--- config.mk ---
export PLATFORM = sky130hd
export DESIGN_NAME = char_renderer
export DESIGN_NICKNAME = d
export VERILOG_FILES = /design/src/rtl/char_renderer.sv
export SDC_FILE = /design/constraint.sdc
export NUM_CORES = 1
export LEC_CHECK = 0
export BUFFER_PORTS_ARGS = -buffer_cell sky130_fd_sc_hd__buf_2
export CORE_MARGIN = 1
export CORE_UTILIZATION = 48
export CTS_BUF_LIST = sky130_fd_sc_hd__clkbuf_2 sky130_fd_sc_hd__clkbuf_4 sky130_fd_sc_hd__clkbuf_8
export CTS_CLUSTER_DIAMETER = 40
export DETAILED_ROUTE_END_ITERATION = 10
export PLACE_DENSITY = 0.75
export SLEW_MARGIN = 0
export SYNTH_ARGS = -nofsm -noshare
export SYNTH_HDL_FRONTEND = slang
export SYNTH_SLANG_ARGS = --single-unit
--- constraint.sdc ---
create_clock -name clk -period 3.3 [get_ports clk]
set_input_delay 0.66 -clock clk [delete_from_list [all_inputs] [get_ports clk]]
set_output_delay 0.66 -clock clk [all_outputs]
set_load 0.05 [all_outputs]
--- src/rtl/char_renderer.sv ---
// ---------------------------------------------------------------------------
// char_renderer
// Renders one scanline of a text-mode display into a pixel buffer. For each
// of COLS character cells it fetches the {attribute, code} pair from the
// character row buffer, the glyph row from the font ROM, and the foreground
// and background colours from the palette. It then writes GLYPH_W pixels.
// Each cell takes 13 cycles. A line ends with a one-cycle done pulse.
//
// Ports
//   clk               pixel-domain clock, rising edge
//   rst               asynchronous, active-high reset
//   start             render request, honoured only while idle
//   glyph_row         font row within the character row, latched on start
//   busy              high whenever the block is not idle
//   done              one-cycle pulse in the final cycle of a line
//   chrowbuf_rd/_addr/_data  character row buffer read port (strobe active low)
//   font_rd/_addr/_data      font ROM read port (strobe active low)
//   palette_rd/_addr/_data   palette read port (strobe active low)
//   pixbuf_wr/_addr/_data    pixel buffer write port (strobe active low)
//
// Every output is a register. The combinational block therefore computes the
// value each output must hold in the *next* state. The register then presents
// that value for the whole cycle in which the state is current.
// ---------------------------------------------------------------------------
module char_renderer #(
    parameter int COLS    = 100,
    parameter int GLYPH_W = 8
) (
    input  logic        clk,
    input  logic        rst,
    input  logic        start,
    input  logic [3:0]  glyph_row,
    output logic        busy,
    output logic        done,
    output logic        chrowbuf_rd,
    output logic [7:0]  chrowbuf_rd_addr,
    input  logic [15:0] chrowbuf_rd_data,
    output logic        font_rd,
    output logic [11:0] font_rd_addr,
    input  logic [7:0]  font_rd_data,
    output logic        palette_rd,
    output logic [7:0]  palette_rd_addr,
    input  logic [15:0] palette_rd_data,
    output logic        pixbuf_wr,
    output logic [9:0]  pixbuf_wr_addr,
    output logic [15:0] pixbuf_wr_data
);

    localparam int PIX_W = $clog2(GLYPH_W);
    // The pixel address is {col, pix}. That equals col*GLYPH_W + pix because
    // GLYPH_W is a power of two, so col takes the rest of the 10-bit x range.
    localparam int COL_W = 10 - PIX_W;
    localparam logic [COL_W-1:0] LAST_COL = COL_W'(COLS - 1);
    localparam logic [PIX_W-1:0] LAST_PIX = PIX_W'(GLYPH_W - 1);

    typedef enum logic [2:0] {
        IDLE,
        REQ_CHR,
        WAIT_CHR,
        REQ_FNT,
        REQ_BG,
        WAIT_BG,
        WRITE,
        DONE
    } state_t;

    state_t state, state_n;

    logic [COL_W-1:0] col, col_n;
    logic [PIX_W-1:0] pix, pix_n;
    logic [3:0]       row, row_n;
    logic [3:0]       bg_idx, bg_idx_n;
    logic [7:0]       glyph, glyph_n;
    logic [15:0]      fg, fg_n;
    logic [15:0]      bg, bg_n;

    logic             busy_n, done_n;
    logic             chr_rd_n, font_rd_n, pal_rd_n, wr_n;
    logic [7:0]       chr_addr_n, pal_addr_n;
    logic [11:0]      font_addr_n;
    logic [9:0]       wr_addr_n;
    logic [15:0]      wr_data_n;

    // State register. A reset abandons any line in progress immediately.
    always_ff @(posedge clk or posedge rst) begin
        if (rst) begin
            state <= IDLE;
        end else begin
            state <= state_n;
        end
    end

    // Next-state and next-output logic. Strobes default to inactive. Addresses
    // and datapath registers default to holding their value.
    //
    // Memory data appears one cycle after its strobe. That fixes when each
    // value is picked up:
    //   - The character word arrives in WAIT_CHR. The font address and the
    //     foreground palette address are built straight from it.
    //   - The glyph and the foreground colour arrive together in REQ_BG.
    //   - The background colour arrives in WAIT_BG. The first pixel therefore
    //     uses the live palette data, not the bg register.
    always_comb begin
        state_n     = state;
        col_n       = col;
        pix_n       = pix;
        row_n       = row;
        bg_idx_n    = bg_idx;
        glyph_n     = glyph;
        fg_n        = fg;
        bg_n        = bg;
        done_n      = 1'b0;
        chr_rd_n    = 1'b1;
        chr_addr_n  = chrowbuf_rd_addr;
        font_rd_n   = 1'b1;
        font_addr_n = font_rd_addr;
        pal_rd_n    = 1'b1;
        pal_addr_n  = palette_rd_addr;
        wr_n        = 1'b1;
        wr_addr_n   = pixbuf_wr_addr;
        wr_data_n   = pixbuf_wr_data;

        unique case (state)
            IDLE: begin
                if (start) begin
                    state_n    = REQ_CHR;
                    row_n      = glyph_row;
                    col_n      = '0;
                    chr_rd_n   = 1'b0;
                    chr_addr_n = 8'h00;
                end
            end
            REQ_CHR: begin
                state_n = WAIT_CHR;
            end
            WAIT_CHR: begin
                state_n     = REQ_FNT;
                bg_idx_n    = chrowbuf_rd_data[15:12];
                font_rd_n   = 1'b0;
                font_addr_n = {chrowbuf_rd_data[7:0], row};
                pal_rd_n    = 1'b0;
                pal_addr_n  = {4'h0, chrowbuf_rd_data[11:8]};
            end
            REQ_FNT: begin
                state_n    = REQ_BG;
                pal_rd_n   = 1'b0;
                pal_addr_n = {4'h0, bg_idx};
            end
            REQ_BG: begin
                state_n = WAIT_BG;
                glyph_n = font_rd_data;
                fg_n    = palette_rd_data;
            end
            WAIT_BG: begin
                state_n   = WRITE;
                bg_n      = palette_rd_data;
                pix_n     = '0;
                wr_n      = 1'b0;
                wr_addr_n = {col, PIX_W'(0)};
                wr_data_n = glyph[LAST_PIX] ? fg : palette_rd_data;
            end
            WRITE: begin
                if (pix == LAST_PIX) begin
                    if (col == LAST_COL) begin
                        state_n = DONE;
                        done_n  = 1'b1;
                    end else begin
                        state_n    = REQ_CHR;
                        col_n      = col + COL_W'(1);
                        chr_rd_n   = 1'b0;
                        chr_addr_n = 8'(col_n);
                    end
                end else begin
                    pix_n     = pix + PIX_W'(1);
                    wr_n      = 1'b0;
                    wr_addr_n = {col, pix_n};
                    wr_data_n = glyph[LAST_PIX - pix_n] ? fg : bg;
                end
            end
            DONE: begin
                state_n = IDLE;
            end
            default: begin
                state_n = IDLE;
            end
        endcase

        busy_n = (state_n != IDLE);
    end

    // Datapath and output registers. Strobes reset to their inactive high
    // level. Everything else resets to zero.
    always_ff @(posedge clk or posedge rst) begin
        if (rst) begin
            col              <= '0;
            pix              <= '0;
            row              <= '0;
            bg_idx           <= '0;
            glyph            <= '0;
            fg               <= '0;
            bg               <= '0;
            busy             <= 1'b0;
            done             <= 1'b0;
            chrowbuf_rd      <= 1'b1;
            chrowbuf_rd_addr <= '0;
            font_rd          <= 1'b1;
            font_rd_addr     <= '0;
            palette_rd       <= 1'b1;
            palette_rd_addr  <= '0;
            pixbuf_wr        <= 1'b1;
            pixbuf_wr_addr   <= '0;
            pixbuf_wr_data   <= '0;
        end else begin
            col              <= col_n;
            pix              <= pix_n;
            row              <= row_n;
            bg_idx           <= bg_idx_n;
            glyph            <= glyph_n;
            fg               <= fg_n;
            bg               <= bg_n;
            busy             <= busy_n;
            done             <= done_n;
            chrowbuf_rd      <= chr_rd_n;
            chrowbuf_rd_addr <= chr_addr_n;
            font_rd          <= font_rd_n;
            font_rd_addr     <= font_addr_n;
            palette_rd       <= pal_rd_n;
            palette_rd_addr  <= pal_addr_n;
            pixbuf_wr        <= wr_n;
            pixbuf_wr_addr   <= wr_addr_n;
            pixbuf_wr_data   <= wr_data_n;
        end
    end

endmodule

### After elaboration in Yosys (flattened, before gate mapping)

Index checks and enable logic that the tools add are counted.

| operators by class | value |
|---|---|
| add/sub/neg operators | 3 |
| $mul | 0 |
| divide/modulo/power cells | 0 |
| order comparisons | 1 |
| eq/ne operators | 13 |
| shifts and indexed selects | 0 |
| muxes and demuxes | 33 |
| bitwise gates (word level) | 0 |
| reduce and logical (&&, ||, !) cells | 9 |

Operators by type and width:

| cell | number |
|---|---|
| $mux 16 | 3 |
| $pmux 16 s2 | 1 |
| $pmux 8 s2 | 2 |
| $mux 8 | 3 |
| $pmux 3 s8 | 1 |
| $mux 7 | 3 |
| $pmux 10 s2 | 1 |
| $eq 3x3->1 const B | 5 |
| $pmux 7 s2 | 1 |
| $mux 3 | 4 |
| $mux 10 | 1 |
| $mux 1 | 9 |
| $ne 2x2->1 const B | 4 |
| $add 7x1->7 const B | 1 |
| $eq 7x7->1 const B | 1 |
| $eq 3x2->1 const B | 2 |
| $pmux 3 s2 | 1 |
| $reduce_bool 2->1 | 3 |
| $lt 3x4->1 const B | 1 |
| $pmux 1 s2 | 2 |
| $reduce_and 2->1 | 2 |
| $reduce_and 4->1 | 1 |
| $add 3x1->3 const B | 1 |
| $bmux 1 s3 | 1 |
| other kinds (5) | 5 |

| storage, ports and cells | value |
|---|---|
| register bits | 121 |
| bits in latches | 0 |
| RAM bits | 0 |
| memory bits (read-only) | 0 |
| input bits | 47 |
| output and inout port bits | 60 |
| memories | 0 |

### Logic depth before layout (Yosys ltp)

Gate-level depths: netlist (run 1).

| depth | value |
|---|---|
| word-level depth | 7 |
| mapped depth | 8 |
| gate-level depth less buffers | 7 |

### Worst setup path before layout (run 1)

No wires, ideal clock.

| path | value |
|---|---|
| path type | register to register |
| start point | reg pixbuf_wr_addr[0] (netlist name) |
| end point | reg pixbuf_wr_data[0] |
| library setup time | 0.124 ns |
| arrival time | 2.501 ns |
| required time | 3.176 ns |
| setup slack | 0.676 ns |
| cell stages (with the launch flop) | 8 |
| cells stage by stage | dfrtp_1 > ha_1 > ha_1 > mux4_2 > mux2i_4 > buf_12 > mux2i_1 > o21ai_1 |

RTL lines:

| what | line | RTL |
|---|---|---|
| end signal: assignment | 231 | `pixbuf_wr_data <= wr_data_n;` |
| end: declaration | 46 | `output logic [15:0] pixbuf_wr_data` |

==> results by group, run 1 <==
Floorplanning
  – Io pins: 107
  – Die Area: 10400 um^2
  – Core area: 9730 um^2
  – Row cnt: 36
  – Die width: 102 um
  – Initial Utilization: 49.4%
  – DIE HEIGHT: 102 um

Clock network
  – Hold-fix buffers, CTS: 0
  – Clock Tree Buf Depth: 2
  – Clock buffer count from CTS: 9
  – CTS tree: done
  – CTS root buf: clkbuf_8
  – Clock sinks: 106
  – Clk slew on worst S/H paths: 0.09 ns
  – Latest clock arrival within the worst-skew pair: 0.36 ns
  – Post-CTS setup buffer count: 0
  – H-tree depth: 3
  – Post-CTS sizing: 0

Synth
  – Mapped Cells: 410
  – Main combinational cell family by area after synthesis: multiplexers
  – FFs w/ async S/R, synth: 100%
  – Synth Area per Inst: 11.7 um^2
  – Synth top area cells: dfrtp_1 53%, mux2_1 13%, mux2i_1 7.7%, nand2_1 4.3%, o21ai_1 2.7%
  – Adder-Cell Fraction of Synth Area: 0.781%
  – FF+latch count, synth: 106
  – Synth Flop Type: dfrtp_1
  – Post-synthesis cell type with the largest combined area: dfrtp_1
  – Post-synthesis mux area share: 22.2%
  – Netlist cell types: 40
  – Number of flops mapped to enable cells by yosys: 0
  – Post-synth top area share: 53.1%
  – XOR/XNOR share of the synthesized area: 0%
  – Post-Synth Simple-Gate Area: 9.63%
  – Post-synthesis compound-gate area fraction: 8.04%
  – Mapped cell area: 4810 um^2
  – Ys Warns: 0
  – Sequential fraction of the synthesis area: 55.3%

Pwr
  – Final Power: 6220 uW
  – Peak supply drop: 550 uV
  – Leakage power: 0.00271 uW
  – P per Cell Area: 1110 nW/um^2

Hold path
  – Hold Crit Class: in2async

STA
  – Slew @ Worst Pin: 0.763 ns
  – Fin crit period: 2.52 ns
  – RSZ-0062 raised after global routing: no
  – Endpoints failing setup: 0
  – Setup TNS: 0 ns
  – Fin. max-slew vios: 0
  – Fin crit share: 76.2%
  – Slew HR: 49.1%
  – Final Skew: 0.00714 ns
  – Fmax: 398 MHz
  – Final Hold Violating Endpoints: 0

Final layout
  – Non-Filler Instances: 643
  – Nets: 555
  – Most common cell after layout, fill and taps aside: dfrtp_1
  – Area grow syn2layout: 17.1%
  – Commonest non-fill, non-tap cells in the layout: 102 x dfrtp_1, 101 x buf_2, 56 x mux2_1, 55 x nand2_1, 37 x mux2i_1
  – # diodes: 0
  – Share of cells above drive strength 1: 27.3%

Worst setup path
  – Critical Path RT: 3.55 ns
  – Buf/Inv on CP: 1
  – CP top delay family: multiplexers
  – Critical path cell sequence: ha_1 -> ha_1 -> mux4_2 -> mux2i_4 -> buf_4 -> mux2i_1 -> o21ai_1
  – CP Max Fanout: 16
  – Setup Crit Path Kind: reg2reg
  – Max incr delay on CP: 0.54 ns
  – CP endpoint kind: flop
  – Nature of the critical path startpoint: flop
  – CP max-delay cell: mux4_2
  – Reg2Reg Setup Slack: 0.78 ns
  – Critical path data arrival time: 2.76 ns
  – CP dominant cell by count: ha_1

Placed design
  – DP HPWL: 6720 um
  – PortBufs: 101
  – Cells after DPL: 627
  – RePlAce Congestion: 0.747

Global routing
  – Initial antenna violation count: 0
  – Global-route wire length before repair: 16000 um
  – Grt ovf: 0
  – Largest net degree at the start of global routing: 63
  – Vias in the first global route: 3303
  – GRT Overall Usage: 20.1%

Routing
  – Via count: 3415
  – DRC errors left: 0
  – Routed vias/inst: 5.31
  – Final wirelength: 9750 um
  – DRT antenna net count: 0
  – WL/cell: 15.2 um
  – DRT iter0 DRCs: 160
  – 1st-pass router iterations: 4

Run status
  – Run status: completed

Flow run
  – Max-Cap Viols: 0
worst paths after layout:
| kind | startpoint | end | cells after the start |
|---|---|---|---|
| setup / recovery | pixbuf_wr_addr[0] | pixbuf_wr_data[2] | 7 |
| hold / removal | rst | chrowbuf_rd_addr[3] | 3 |
| setup reg to reg | pixbuf_wr_addr[0] | pixbuf_wr_data[2] | 7 |
| hold reg to reg | pixbuf_wr_addr[4] | pixbuf_wr_addr[4] | 2 |
| max in group asynchronous | rst | pixbuf_wr_addr[0] | 3 |
| min in group clk | pixbuf_wr_addr[4] | pixbuf_wr_addr[4] | 2 |
state kept, by name, summed over array words and instances (netlist names):
name and flops:
bg 16, pixbuf_wr 1, font_rd_addr 12, palette_rd_addr 4, chrowbuf_rd 1, palette_rd 1
fg 16, done 1, glyph 8, pixbuf_wr_addr 10, font_rd 1, state 3
chrowbuf_rd_addr 7, bg_idx 4, busy 1, row 4, pixbuf_wr_data 16
metrics by stage:
step | cell area [um^2] | setup slack [ns] | hold WS [ns] | util, %
2_1_floorplan | 4830 | 0.676 | 0.442 | -
3_3_place_gp | 5410 | 0.926 | 0.454 | 55.6
3_5_place_dp | 5410 | 0.829 | 0.458 | 55.6
4_1_cts | 5630 | 0.781 | 0.461 | 57.9
5_1_grt | 5630 | 0.662 | 0.469 | 57.9
6_report | 5630 | 0.785 | 0.453 | 57.9
cells in the mapped netlist (all sizes together) (4+ instances only):
cell type / instances
dfrtp: 102
mux2: 56
nand2: 55
o21ai: 41
mux2i: 38
nor3: 20
a21oi: 19
buf: 17
clkbuf: 13
inv: 7
o211ai: 5
or4: 5
dfstp: 4
where the power goes:
part           internal (uW)  switching (uW)  leakage [uW]
combinational           1080            1980       0.00129
clock                    473             409      0.000118
sequential              1890             394       0.00130
area by class of cell:
type / instances / area [um^2]
Tap cell: 133 / 166
Clock buffer: 13 / 160
Multi-Input combinational cell: 271 / 1980
Sequential cell: 106 / 2660
Timing Repair Buffer: 110 / 573
Clock inverter: 3 / 65.1
Inverter: 7 / 30.0
Fill cell: 838 / 4100
per-layer routing:
layer	global-route usage (%)	part of all wire, %
met5	0	0
met3	4.17	3.4
met1	25.8	44
met2	33.0	51
met4	8.68	2.2
worst reg2reg max path, cell delays in order, from the launching register on:
cell and delay [ns]:
dfrtp_1 0.46, ha_1 0.23, ha_1 0.35, mux4_2 0.54
mux2i_4 0.14, buf_4 0.32, mux2i_1 0.26, o21ai_1 0.11
logic make-up after synthesis:
logic type	Yosys count
multiplexers	96
adder cells (fa/ha/maj)	3
flip-flops	106
other	1
AND/OR/NAND/NOR	96
buffers and inverters	37
AO/OA/AOI/OAI	71
Note: power is estimated with default switching activity, not from simulation.
==> run 2, diff against run 1 <==
- PLACE_DENSITY: 0.75 -> 0.72
- clock period: 3.3 -> 2.4 ns (I/O delays scaled with it)
==> run 2 against run 1 <==
  * Clock power up 37%
  * Flip-flop and latch count stayed put
  * Cell count increased by 0.78%
  * Setup slack worse by 0.61 ns
  * Routed wire length barely moved
  * Clock-buffer cell count decreased by 4
==> results by group, run 2 (synthesis results as in run 1) <==
Floorplanning
  – Die Area: 10400 um^2 (unchanged)
  – Initial Utilization: 49.4% (unchanged)
  – Die width: 102 um (unchanged)
  – Core area: 9730 um^2 (unchanged)
  – DIE HEIGHT: 102 um (unchanged)
  – Io pins: 107 (unchanged)
  – Row cnt: 36 (unchanged)

Flow run
  – Max-Cap Viols: 0 (unchanged)

Clock network
  – Clock Tree Buf Depth: 2 (unchanged)
  – H-tree depth: 3 (unchanged)
  – CTS root buf: clkbuf_8 (unchanged)
  – Hold-fix buffers, CTS: 0 (unchanged)
  – Clock sinks: 106 (unchanged)
  – Latest clock arrival within the worst-skew pair: 0.36 ns (about the same)
  – Clock buffer count from CTS: 9 (unchanged)
  – Post-CTS setup buffer count: 0 (unchanged)
  – Clk slew on worst S/H paths: 0.10 ns (was 0.09 ns)
  – Post-CTS sizing: 0 (unchanged)
  – CTS tree: done (unchanged)

Pwr
  – Switching share of power: 44.8% (was 44.7%)
  – Int Power: 4820 uW (was 3440 uW)
  – Psw: 3910 uW (was 2780 uW)
  – Seq pwr share: 35.5% (was 36.6%)
  – P per Cell Area: 1530 nW/um^2 (was 1110 nW/um^2)
  – Leakage power: 0.00273 uW (was 0.00271 uW)
  – Peak supply drop: 658 uV (was 550 uV)
  – Comb power frac: 50.7% (was 49.2%)
  – Clock power share: 13.9% (was 14.2%)

STA
  – Final Skew: 0.00783 ns (was 0.00714 ns)
  – Fmax: 449 MHz (was 398 MHz)
  – Fin. max-slew vios: 0 (unchanged)
  – Slew @ Worst Pin: 0.594 ns (was 0.763 ns)
  – RSZ-0062 raised after global routing: no (unchanged)
  – Slew HR: 60.4% (was 49.1%)
  – Final WS setup: 0.172 ns (was 0.785 ns)
  – Setup TNS: 0 ns (unchanged)
  – Final Hold Violating Endpoints: 0 (unchanged)
  – Fin crit period: 2.23 ns (was 2.52 ns)
  – Fin crit share: 92.8% (was 76.2%)
  – Endpoints failing setup: 0 (unchanged)

Routing
  – DRC errors left: 0 (unchanged)
  – DRT antenna net count: 0 (unchanged)
  – WL/cell: 15.0 um (was 15.2 um)
  – 1st-pass router iterations: 4 (unchanged)
  – DRT iter0 DRCs: 128 (was 160)
  – Routed vias/inst: 5.28 (was 5.31)
  – Via count: 3420 (was 3415)
  – Final wirelength: 9750 um (about the same)

Global routing
  – Largest net degree at the start of global routing: 107 (was 63)
  – Initial antenna violation count: 0 (unchanged)
  – Vias in the first global route: 3352 (was 3303)
  – GRT Overall Usage: 19.6% (was 20.1%)
  – Grt ovf: 0 (unchanged)
  – Global-route wire length before repair: 15700 um (was 16000 um)

Final layout
  – Most common cell after layout, fill and taps aside: buf_2 (was dfrtp_1)
  – Area grow syn2layout: 19.0% (was 17.1%)
  – Share of cells above drive strength 1: 28.7% (was 27.3%)
  – Commonest non-fill, non-tap cells in the layout: 101 x buf_2, 100 x dfrtp_1, 56 x mux2_1, 55 x nand2_1, 37 x mux2i_1 (was 102 x dfrtp_1, 101 x buf_2, 56 x mux2_1, 55 x nand2_1, 37 x mux2i_1)
  – # diodes: 0 (unchanged)
  – Largest registers: bg x16, fg x16, pixbuf_wr_data x16 (unchanged)
  – Nets: 560 (was 555)
  – Util after Layout: 58.8% (was 57.9%)

Worst setup path
  – CP dominant cell by count: ha_4 (was ha_1)
  – CP Max Fanout: 16 (unchanged)
  – CP max-delay cell: mux4_2 (unchanged)
  – CP endpoint kind: flop (unchanged)
  – Critical Path RT: 2.65 ns (was 3.55 ns)
  – Nature of the critical path startpoint: flop (unchanged)
  – Reg2Reg Setup Slack: 0.17 ns (was 0.78 ns)
  – Register-to-Register Path Depth: 7 (unchanged)
  – Max incr delay on CP: 0.52 ns (was 0.54 ns)
  – CP top delay family: multiplexers (unchanged)
  – Critical path cell sequence: ha_4 -> ha_4 -> mux4_2 -> mux2i_4 -> buf_12 -> mux2i_1 -> o21ai_1 (was ha_1 -> ha_1 -> mux4_2 -> mux2i_4 -> buf_4 -> mux2i_1 -> o21ai_1)
  – Setup Crit Path Kind: reg2reg (unchanged)
  – Crit path from: pixbuf_wr_addr[1] (was pixbuf_wr_addr[0])
  – RR Startpoint: pixbuf_wr_addr[1] (was pixbuf_wr_addr[0])
  – R2r endpoint: pixbuf_wr_data[12] (was pixbuf_wr_data[2])
  – Buf/Inv on CP: 1 (unchanged)
  – Critical path data arrival time: 2.47 ns (was 2.76 ns)

Run status
  – Run status: completed (unchanged)

Placed design
  – PortBufs: 101 (unchanged)
  – DP HPWL: 6660 um (was 6720 um)
  – Pre-CTS setup slack: 0.175 ns (was 0.829 ns)
  – RePlAce Congestion: 0.759 (was 0.747)

Hold path
  – Hold Crit Class: in2async (unchanged)
run 2: worst reg2reg max path: stages, from the launching register on:
cell and delay [ns]:
dfrtp_2 0.44, ha_4 0.18, ha_4 0.27, mux4_2 0.52, mux2i_4 0.18, buf_12 0.20
mux2i_1 0.23, o21ai_1 0.09
run 2: cell type report:
| type | count | area [um^2] |
|---|---|---|
| inverter | 7 | 30.0 |
| clock buffer | 9 | 124 |
| fill | 834 | 4010 |
| clock inverter | 7 | 98.8 |
| timing repair buffer | 115 | 636 |
| tap | 133 | 166 |
| multi-input combinational | 271 | 2010 |
| sequential | 106 | 2660 |
run 2: how the worst max path moves through the flow:
stage | endpoint | cells past startpoint | slack (ns)
detailed placement | pixbuf_wr_data[12] | 7 | 0.17
floorplan | pixbuf_wr_data[0] | 7 | 0.005
global route | pixbuf_wr_data[12] | 7 | 0.06
finish | pixbuf_wr_data[12] | 7 | 0.17
CTS | pixbuf_wr_data[12] | 7 | 0.16
global placement | pixbuf_wr_data[11] | 7 | 0.26
run 2: metal layers:
metal  up-vias  track usage [%]  wire length [um]
li1       1641                -                 -
met3        14             4.99               455
met4         0             6.81               126
met1      1690             25.1              4470
met2        75             32.4              4700
met5         -                0                 0
run 2: power groups by stage:
| stage | sequential [uW] | combinational (uW) | clock (uW) |
|---|---|---|---|
| floorplan | 4190 | 2370 | 0 |
| global placement | 3090 | 4340 | 0 |
| detailed placement | 3130 | 4470 | 0 |
| CTS | 3100 | 4480 | 1240 |
| global route | 3200 | 4770 | 1320 |
| finish | 3090 | 4420 | 1210 |
run 2: through the flow:
step           instance area, um^2  hold WS [ns]  cells  total power (uW)
6_report                      5720         0.228    648              8730
3_5_place_dp                  5500         0.458    632              7610
5_1_grt                       5720         0.293    648              9290
2_1_floorplan                 4850         0.442    414              6570
4_1_cts                       5720         0.284    648              8830
3_3_place_gp                  5500         0.452    632              7430
==> run 3, diff against run 2 <==
- GPL_TIMING_DRIVEN: not set -> 0
- PLACE_DENSITY: 0.72 -> not set
- PLACE_DENSITY_LB_ADDON: not set -> 0.1
==> run 3 against run 2 <==
  * The run now ends with design-rule violations left
  * Cell count is 3.1% higher
  * Worst hold slack worse by 0.051 ns
  * Die area stayed put
  * Flip-flop and latch count stayed put
  * Highest routed layer unchanged
==> results by group, run 3 (synthesis results as in run 1) <==
Run status
  – Run status: complete, but fails checks (was completed)
  – Failing checks: design-rule violations

Flow run
  – Max-Cap Viols: 0 (unchanged)

Final layout
  – Area grow syn2layout: 20.5% (was 19.0%)
  – Filler instances: 866 (was 834)
  – Share of cells above drive strength 1: 28.8% (was 28.7%)
  – Largest registers: bg x16, fg x16, pixbuf_wr_data x16 (unchanged)
  – Register Area: 2660 um^2 (unchanged)
  – Nets: 580 (was 560)
  – # diodes: 0 (unchanged)
  – Most common cell after layout, fill and taps aside: buf_2 (unchanged)
  – Multi-input logic area: 2000 um^2 (was 2010 um^2)
  – Commonest non-fill, non-tap cells in the layout: 109 x buf_2, 100 x dfrtp_1, 56 x mux2_1, 55 x nand2_1, 37 x mux2i_1 (was 101 x buf_2, 100 x dfrtp_1, 56 x mux2_1, 55 x nand2_1, 37 x mux2i_1)

Floorplanning
  – Die Area: 10400 um^2 (unchanged)
  – DIE HEIGHT: 102 um (unchanged)
  – Io pins: 107 (unchanged)
  – Die width: 102 um (unchanged)
  – Core area: 9730 um^2 (unchanged)
  – Initial Utilization: 49.4% (unchanged)
  – Row cnt: 36 (unchanged)

STA
  – Fmax: 430 MHz (was 449 MHz)
  – Final Skew: 0.0127 ns (was 0.00783 ns)
  – Fin crit period: 2.33 ns (was 2.23 ns)
  – Setup TNS: 0 ns (unchanged)
  – Fin crit share: 97.0% (was 92.8%)
  – Slew HR: 50.9% (was 60.4%)
  – Endpoints failing setup: 0 (unchanged)
  – Final Hold Violating Endpoints: 0 (unchanged)
  – RSZ-0062 raised after global routing: no (unchanged)
  – Slew @ Worst Pin: 0.737 ns (was 0.594 ns)
  – Final WS setup: 0.0732 ns (was 0.172 ns)
  – Fin. max-slew vios: 0 (unchanged)

Worst setup path
  – CP Max Fanout: 6 (was 16)
  – Setup Crit Path Kind: reg2reg (unchanged)
  – RR Startpoint: pixbuf_wr_addr[0] (was pixbuf_wr_addr[1])
  – Critical path data arrival time: 2.57 ns (was 2.47 ns)
  – Register-to-Register Path Depth: 7 (unchanged)
  – Nature of the critical path startpoint: flop (unchanged)
  – R2r endpoint: pixbuf_wr_data[11] (was pixbuf_wr_data[12])
  – Critical Path RT: 2.64 ns (was 2.65 ns)
  – Reg2Reg Setup Slack: 0.07 ns (was 0.17 ns)
  – CP endpoint kind: flop (unchanged)
  – Crit path from: pixbuf_wr_addr[0] (was pixbuf_wr_addr[1])

Placed design
  – RePlAce Congestion: 0.760 (was 0.759)
  – Pre-CTS setup slack: -0.0941 ns (was 0.175 ns)
  – DP HPWL: 7290 um (was 6660 um)
  – PortBufs: 101 (unchanged)

Routing
  – Via count: 3486 (was 3420)
  – WL/cell: 15.0 um (about the same)
  – DRT antenna net count: 0 (unchanged)
  – Final wirelength: 10000 um (was 9750 um)
  – DRC errors left: 1 (was 0)
  – DRT iter0 DRCs: 83 (was 128)
  – Routed vias/inst: 5.22 (was 5.28)
  – 1st-pass router iterations: 7 (was 4)

Hold path
  – Hold Crit Class: in2async (unchanged)

Clock network
  – Clock Tree Buf Depth: 2 (unchanged)
  – Clk slew on worst S/H paths: 0.10 ns (about the same)
  – Latest clock arrival within the worst-skew pair: 0.35 ns (was 0.36 ns)
  – CTS root buf: clkbuf_8 (unchanged)
  – CTS tree: done (unchanged)
  – Hold-fix buffers, CTS: 0 (unchanged)
  – H-tree depth: 3 (unchanged)
  – Clock buffer count from CTS: 9 (unchanged)
  – Clock sinks: 106 (unchanged)

Pwr
  – Leakage power: 0.00277 uW (was 0.00273 uW)
  – P per Cell Area: 1510 nW/um^2 (was 1530 nW/um^2)
  – Peak supply drop: 667 uV (was 658 uV)

Global routing
  – Global-route wire length before repair: 16500 um (was 15700 um)
  – Vias in the first global route: 3390 (was 3352)
  – Grt ovf: 0 (unchanged)
  – Initial antenna violation count: 0 (unchanged)
  – GRT Overall Usage: 20.5% (was 19.6%)
  – Largest net degree at the start of global routing: 43 (was 107)
[run 3: metal layers]
layer  GRT usage, %  routed length (um)  vias to the layer above
met2           34.9                5000                       81
met3           3.35                 373                        4
li1               -                   -                     1689
met4           6.04                  72                        0
met5              0                   0                        -
met1           27.0                4570                     1712
[run 3: timing repair]
item                                    CTS  global route
buffers inserted                          1             1
endpoints found under the setup margin   10             3
cloned                                    0             0
resized for setup                         0             2
hold endpoints to repair                  0             0
[run 3: metrics by stage]
stage	utilization (%)	cell area, um^2	hold slack (ns)	instances	power (uW)
2_1_floorplan	-	4850	0.442	414	6570
6_report	59.5	5790	0.176	668	8750
4_1_cts	59.5	5780	0.180	667	8810
5_1_grt	59.5	5790	0.201	668	9340
3_3_place_gp	56.8	5530	0.453	648	7480
3_5_place_dp	57.2	5570	0.459	650	7630
[run 3: worst max-delay path: stages (launching register included)]
cell	delay, ns
dfrtp_2	0.48
ha_4	0.19
ha_4	0.28
mux4_2	0.52
mux2i_4	0.25
buf_4	0.22
mux2i_1	0.20
o21ai_1	0.08
[run 3: layout make-up]
class	count	share of cell area [%]
plain buffers	30	2.87
clock buffers	10	2.38
clock inverters	6	1.25
inverters	7	0.518
multi-input cells	271	34.5
flip-flops and latches	106	45.9
well taps	133	2.87
repair buffers	105	9.68
[run 3: worst max-delay path by stage]
stage / to / slack (ns)
finish: pixbuf_wr_data[11] / 0.07
global route: pixbuf_wr_data[0] / 0.003
CTS: pixbuf_wr_data[9] / 0.05
detailed placement: pixbuf_wr_data[7] / -0.09
global placement: pixbuf_wr_addr[0] / -0.22
floorplan: pixbuf_wr_data[0] / 0.005
[run 3: power breakdown]
group / switching [uW] / internal (uW) / leakage, uW
clock network: 611 / 523 / 0.000103
registers: 457 / 2600 / 0.00130
logic: 2880 / 1680 / 0.00136
total: 3950 / 4800 / 0.00277
